**config.mk**
```make
export PLATFORM = sky130hd
export DESIGN_NAME = alarm_unit
export DESIGN_NICKNAME = d
export VERILOG_FILES = /design/src/rtl/alarm_pkg.sv /design/src/rtl/alarm_unit.sv
export SDC_FILE = /design/constraint.sdc
export NUM_CORES = 1
export LEC_CHECK = 0
export CORE_MARGIN = 2
export CORE_UTILIZATION = 62
export DETAILED_ROUTE_END_ITERATION = 8
export GPL_TIMING_DRIVEN = 0
export PLACE_DENSITY = 0.86
export SYNTH_ARGS = -nofsm -noshare
export SYNTH_HDL_FRONTEND = slang
export SYNTH_SLANG_ARGS = --single-unit
```
**constraint.sdc**
```tcl
create_clock -name clk -period 7.2 [get_ports clk]
set_input_delay 1.44 -clock clk [delete_from_list [all_inputs] [get_ports clk]]
set_output_delay 1.44 -clock clk [all_outputs]
set_load 0.005 [all_outputs]
```
**src/rtl/alarm_pkg.sv**
```systemverilog
// alarm_pkg
// Shared types and constants for the daily alarm unit.
//   alarm_state_t : alarm controller states
//   HOUR_W/MIN_W  : decimal weights of the hour/minute fields in HHMMSS
//   MAX_HOUR/MIN  : wrap limits of the editable alarm fields
//   to_hhmmss()   : packs an hour/minute pair into HHMMSS with seconds = 00
package alarm_pkg;

    typedef enum logic [1:0] {
        DISARMED = 2'd0,
        ARMED    = 2'd1,
        RINGING  = 2'd2,
        SNOOZE   = 2'd3
    } alarm_state_t;

    localparam int HOUR_W    = 10000;
    localparam int MIN_W     = 100;
    localparam int MAX_HOUR  = 23;
    localparam int MIN_BITS  = 6;
    localparam int HOUR_BITS = 5;
    localparam int MAX_MIN   = 59;
    localparam int TIME_BITS = 24;

    // Largest result is 23*10000 + 59*100 = 235900, which fits in 24 bits.
    function automatic logic [TIME_BITS-1:0] to_hhmmss(
        input logic [HOUR_BITS-1:0] hour,
        input logic [MIN_BITS-1:0]  min
    );
        return TIME_BITS'(hour) * TIME_BITS'(HOUR_W)
             + TIME_BITS'(min)  * TIME_BITS'(MIN_W);
    endfunction

endpackage

```
**src/rtl/alarm_unit.sv**
```systemverilog
// alarm_unit
// Settable daily alarm placed downstream of the timer. It compares a user-set
// alarm hour/minute against the running HHMMSS time and, when the time moves
// onto the alarm value, rings a blinking LED. Ringing stops on dismiss or after
// RING_SEC seconds; snooze silences it for SNOOZE_SEC seconds and then re-rings.
//
// Ports
//   clk        in   system clock, the only clock
//   rst_n      in   synchronous active-low reset
//   number     in   current time HHMMSS (decimal-coded), changes <= 1/s
//   arm        in   level, 1 = alarm enabled
//   inc_hour   in   pulse, alarm hour +1 (23 wraps to 0)
//   inc_min    in   pulse, alarm minute +1 (59 wraps to 0, no hour carry)
//   snooze     in   pulse, ringing -> snooze
//   dismiss    in   pulse, ringing/snooze -> armed
//   alarm_time out  alarm value as HHMMSS, seconds field 00
//   ringing    out  high while ringing
//   led        out  blinking alarm LED, 0 unless ringing
module alarm_unit
    import alarm_pkg::*;
#(
    parameter int RST_HOUR   = 7,
    parameter int RST_MIN    = 0,
    parameter int RING_SEC   = 60,
    parameter int SNOOZE_SEC = 300,
    parameter int BLINK_HALF = 50_000_000
) (
    input  logic                 clk,
    input  logic                 rst_n,
    input  logic [TIME_BITS-1:0] number,
    input  logic                 arm,
    input  logic                 inc_hour,
    input  logic                 inc_min,
    input  logic                 snooze,
    input  logic                 dismiss,
    output logic [TIME_BITS-1:0] alarm_time,
    output logic                 ringing,
    output logic                 led
);

    localparam int CNT_MAX = (RING_SEC > SNOOZE_SEC) ? RING_SEC : SNOOZE_SEC;
    localparam int CNT_W   = $clog2(CNT_MAX + 1);
    localparam int BLK_W   = (BLINK_HALF > 1) ? $clog2(BLINK_HALF) : 1;

    alarm_state_t          r_state;
    alarm_state_t          w_state_nxt;
    logic [HOUR_BITS-1:0]  r_hour;
    logic [MIN_BITS-1:0]   r_min;
    logic [TIME_BITS-1:0]  r_prev_number;
    logic [CNT_W-1:0]      r_sec_cnt;
    logic [BLK_W-1:0]      r_blink_cnt;
    logic                  r_led;

    logic [TIME_BITS-1:0]  w_alarm_time;
    logic                  w_sec_tick;
    logic                  w_hit;
    logic [CNT_W-1:0]      w_sec_inc;
    logic                  w_ring_done;
    logic                  w_snooze_done;
    logic                  w_state_change;

    function automatic logic [HOUR_BITS-1:0] next_hour(input logic [HOUR_BITS-1:0] h);
        return (h == HOUR_BITS'(MAX_HOUR)) ? '0 : h + 1'b1;
    endfunction

    function automatic logic [MIN_BITS-1:0] next_min(input logic [MIN_BITS-1:0] m);
        return (m == MIN_BITS'(MAX_MIN)) ? '0 : m + 1'b1;
    endfunction

    assign w_alarm_time = to_hhmmss(r_hour, r_min);

    // Any change of the time value is a second tick, including the timer's
    // own reset jumping back to 000000.
    assign w_sec_tick = (number != r_prev_number);

    // Only a transition onto the alarm value rings; a value that already sat
    // there when the unit was armed does not. Uses the pre-edit alarm value.
    assign w_hit = w_sec_tick && (number == w_alarm_time);

    // Timeouts fire on the tick that would bring the count up to the limit.
    assign w_sec_inc     = r_sec_cnt + 1'b1;
    assign w_ring_done   = w_sec_tick && (w_sec_inc == CNT_W'(RING_SEC));
    assign w_snooze_done = w_sec_tick && (w_sec_inc == CNT_W'(SNOOZE_SEC));

    assign w_state_change = (w_state_nxt != r_state);

    // ---- time sampling and alarm editing ----
    always_ff @(posedge clk) begin
        // The previous time is loaded even in reset so the first cycle after
        // reset never sees a tick.
        r_prev_number <= number;
        if (!rst_n) begin
            r_hour <= HOUR_BITS'(RST_HOUR);
            r_min  <= MIN_BITS'(RST_MIN);
        end else begin
            if (inc_hour) begin
                r_hour <= next_hour(r_hour);
            end
            if (inc_min) begin
                r_min <= next_min(r_min);
            end
        end
    end

    // ---- state register ----
    always_ff @(posedge clk) begin
        if (!rst_n) begin
            r_state <= DISARMED;
        end else begin
            r_state <= w_state_nxt;
        end
    end

    // ---- next-state logic ----
    always_comb begin
        w_state_nxt = r_state;
        if (!arm) begin
            // Disarming overrides every other event.
            w_state_nxt = DISARMED;
        end else begin
            unique case (r_state)
                DISARMED: w_state_nxt = ARMED;
                ARMED: begin
                    if (w_hit) begin
                        w_state_nxt = RINGING;
                    end
                end
                RINGING: begin
                    if (dismiss) begin
                        w_state_nxt = ARMED;
                    end else if (snooze) begin
                        w_state_nxt = SNOOZE;
                    end else if (w_ring_done) begin
                        w_state_nxt = ARMED;
                    end
                end
                SNOOZE: begin
                    if (dismiss) begin
                        w_state_nxt = ARMED;
                    end else if (w_snooze_done) begin
                        w_state_nxt = RINGING;
                    end
                end
                default: w_state_nxt = DISARMED;
            endcase
        end
    end

    // ---- seconds counter ----
    always_ff @(posedge clk) begin
        if (!rst_n) begin
            r_sec_cnt <= '0;
        end else if (w_state_change) begin
            r_sec_cnt <= '0;
        end else if (w_sec_tick && (r_state == RINGING || r_state == SNOOZE)) begin
            r_sec_cnt <= w_sec_inc;
        end
    end

    // ---- blink divider ----
    always_ff @(posedge clk) begin
        if (!rst_n) begin
            r_led       <= 1'b0;
            r_blink_cnt <= '0;
        end else if (w_state_nxt == RINGING) begin
            if (r_state != RINGING) begin
                // Each ring (first or after snooze) starts with the LED lit.
                r_led       <= 1'b1;
                r_blink_cnt <= '0;
            end else if (r_blink_cnt == BLK_W'(BLINK_HALF - 1)) begin
                r_led       <= ~r_led;
                r_blink_cnt <= '0;
            end else begin
                r_blink_cnt <= r_blink_cnt + 1'b1;
            end
        end else begin
            r_led       <= 1'b0;
            r_blink_cnt <= '0;
        end
    end

    assign alarm_time = w_alarm_time;
    assign ringing    = (r_state == RINGING);
    assign led        = r_led;

endmodule

```
==> metrics.csv <==
stage,metric,value,unit
clock_tree,cts repair resizes,0,
critical_path,"Arr. time, crit path",5.21,ns
sta,Setup TNS Final,0,ns
clock_tree,CTS sink count,73,
floorplan,boundary pin count,57,
clock_tree,CTS Root Cell,clkbuf_8,
floorplan,initial core utilization,64.8,%
power_and_ir_drop,Lkg Pwr,0.00266,uW
synth,YS warnings,0,
sta,Setup-failing EPs final,0,
synth,"Seq/Total Area, Yosys",27.2,%
power_and_ir_drop,worst vdd ir,0.166,mV
sta,RSZ-0062 raised after global routing,no,
detailed_routing,# DRC,0,
cells_and_area,final net count,777,
synth,Post-Syn Area per Cell,8.73,um^2
detailed_routing,First DRT Iteration DRCs,303,
synth,synth cell count leaders,"73 x dfxtp_1, 67 x xnor2_1, 60 x ha_1",
critical_path,R2R setup slack,1.66,ns
synth,"area leader, netlist",dfxtp_1,
detailed_routing,first-pass iteration count of the detailed router,5,
detailed_routing,total number of vias,4601,
hold_path,min-delay worst type,register to register,
sta,Slew headroom,16.6,%
power_and_ir_drop,Reg power frac,30.7,%
power_and_ir_drop,Design Power,1400,uW
critical_path,CP endpoint,alarm_time[17],
clock_tree,CTS tree,built,
synth,synthesized area,5380,um^2
floorplan,total core area,8300,um^2
detailed_routing,Total Wirelength,12300,um
clock_tree,total CTS buffers,9,
clock_tree,clock slew at reported path FFs,0.07,ns
critical_path,r2r endpoint,r_state[0],
global_route,Congestion Overflow GR,0,
sta,"Hold Vio Cnt, Final",0,
critical_path,worst path bufs/invs,2,
synth,most common cell in the netlist,dfxtp_1,
critical_path,WP depth,18,
critical_path,CP max-delay cell,clkdlybuf4s50_1,
global_route,first-pass GRT wire length,20900,um
clock_tree,H-tree depth,3,
critical_path,Critical Path RT,5.76,ns
placed_design,Area after DPL,6000,um^2
sta,measured slew at the worst slew-check pin,1.23,ns
critical_path,crit path launch,r_min[1],
placed_design,Port Buffers,47,
synth,synth top area cells,"dfxtp_1 27%, ha_1 14%, xnor2_1 11%",
cells_and_area,antenna fix cells,0,
cells_and_area,area growth from synthesis to layout,14.8,%
power_and_ir_drop,Sw Share,37.8,%
synth,synth unique cells,63,
critical_path,crit path kind,register to output pin,
cells_and_area,"Core Util, Final",74.4,%
sta,Max Freq,150,MHz
sta,crit share post-route,92.4,%
power_and_ir_drop,Pwr per Cell Area,226,nW/um^2
synth,top_reg_cell synth,dfxtp_1,
detailed_routing,met2 wire length,5900,um
sta,clock skew,0.0129,ns
critical_path,CP Capture Type,output pin,
floorplan,die width,97.1,um
critical_path,Crit path max-delay family,compound AO/OA/AOI/OAI gates,
synth,top-area cell type share of the netlist area,27.2,%
placed_design,routability-driven placement congestion ratio,0.915,
critical_path,"critical path, cell by cell",ha_1 > ha_1 > ha_1 > ha_1 > a21o_1 > a21oi_1 > o21bai_1 > a21oi_1 > xnor2_1 > ha_1 > clkbuf_1 > a21o_1 > a31o_2 > a21oi_1 > a211oi_1 > nand2_1 > xnor2_1 > clkdlybuf4s50_1,
critical_path,RR Startpoint,r_min[1],
global_route,largest net degree at the start of global routing,14,
power_and_ir_drop,logic gate share of total power,48.6,%
synth,Yosys reg bits,73,
clock_tree,clock latency on the worst-skew pair,0.36,ns
detailed_routing,met3 WL,587,um
status,status,finished clean,
synth,Synth async-reset ratio,0,%
floorplan,die height,97.1,um
clock_tree,Post-CTS Hold Buffers,0,
power_and_ir_drop,NetSw,527,uW
detailed_routing,Highest Signal Layer,met4,
run,total of max-cap violations,0,
critical_path,crit start category,register,
power_and_ir_drop,Clk pwr share,20.7,%
global_route,initial antenna violation count,0,
detailed_routing,routed len/inst,15.6,um
cells_and_area,layout cell share with drive strength beyond 1,6.42,%
clock_tree,post-CTS setup buffers,0,
detailed_routing,Post-DRT Antenna Nets,0,
power_and_ir_drop,Int Power,868,uW
synth,Mapped Cells,616,
sta,Tmin final,6.65,ns
global_route,vias in the first global route,4492,
critical_path,Worst path most repeated cell,ha_1,
detailed_routing,vias per cell,5.82,
synth,Post-synth EDFFs,0,
global_route,Tot GR Track Use,26.8,%
detailed_routing,metal1 wirelength,5730,um
critical_path,CP max FO,7,
critical_path,Worst R2R Path Depth,20,
sta,Max Slew Vio Count,0,
cells_and_area,Final Cell Area,6170,um^2
floorplan,die area,9430,um^2
placed_design,Post-DP HPWL,9400,um
clock_tree,Clock Tree Buf Depth,2,
floorplan,std cell rows,33,
cells_and_area,Filler cells,617,
critical_path,CP peak stage delay,0.51,ns
-- state kept, by name, indices dropped and copies added, names as in the netlist --
name and count:
r_sec_cnt 9, r_min 6, r_prev_number 24, r_hour 5, r_blink_cnt 26, r_state 2, led 1
-- area by class of cell --
class	instances	area, um^2	area share (%)
inverters	37	139	2.25
clock inverters	6	42.5	0.689
well taps	105	131	2.13
repair buffers	47	470	7.62
clock buffers	10	128	2.07
multi-input cells	487	3660	59.3
plain buffers	25	140	2.27
flip-flops and latches	73	1460	23.7
-- routing by layer --
metal  vias to the layer above  GRT usage [%]
met1                      2197           35.7
li1                       2270              -
met4                         0           6.07
met3                         8           4.53
met2                       126           45.6
met5                         -              0
-- cells by family (layout without fill, tap and decap cells) --
group                      Yosys count  count (layout)  share of synthesized area (%)
DFF                                 73              73                           27.2
other                                1               7                         0.0697
AOI/OAI and AO/OA                  105             105                           13.8
buffers and inverters               62             125                           5.19
adders and majority gates           66              66                           16.2
and+or+nand+nor                    203             203                           18.9
muxes                                2               2                          0.396
xor gates and xnor gates           104             104                           18.2
-- cell usage in the layout, fill, tap and decap left out, types with 18 or more instances in the layout --
cell and n:
a21oi_1 18, clkdlybuf4s50_1 47, dfxtp_1 73, ha_1 60, inv_1 37, nand2_1 43
nand3_1 32, nor2_1 55, xnor2_1 67, xor2_1 32
-- through the flow --
step / hold WS [ns] / setup WS, ns / std cells
after global routing: 0.533 / 0.253 / 790
after detailed placement: 0.477 / 1.03 / 774
after CTS: 0.497 / 0.593 / 790
after floorplan: 0.442 / 1.98 / 622
after global placement: 0.457 / 1.12 / 774
final: 0.500 / 0.547 / 790
-- worst min-delay path by stage --
stage / cells past startpoint / endpoint / from / slack [ns]
finish: 1 / r_blink_cnt[0] / r_blink_cnt[0] / 0.50
global route: 1 / r_blink_cnt[0] / r_blink_cnt[0] / 0.53
CTS: 1 / r_blink_cnt[0] / r_blink_cnt[0] / 0.50
detailed placement: 1 / r_blink_cnt[0] / r_blink_cnt[0] / 0.48
global placement: 1 / r_blink_cnt[0] / r_blink_cnt[0] / 0.46
floorplan: 1 / r_blink_cnt[0] / r_blink_cnt[0] / 0.44
-- power by group through the flow --
stage	Sequential, uW	Clock [uW]	Combinational (uW)
floorplan	433	0	454
global placement	437	0	641
detailed placement	438	0	663
CTS	429	294	670
global route	430	308	739
finish	429	289	678
(Power assumes the default switching activity.)
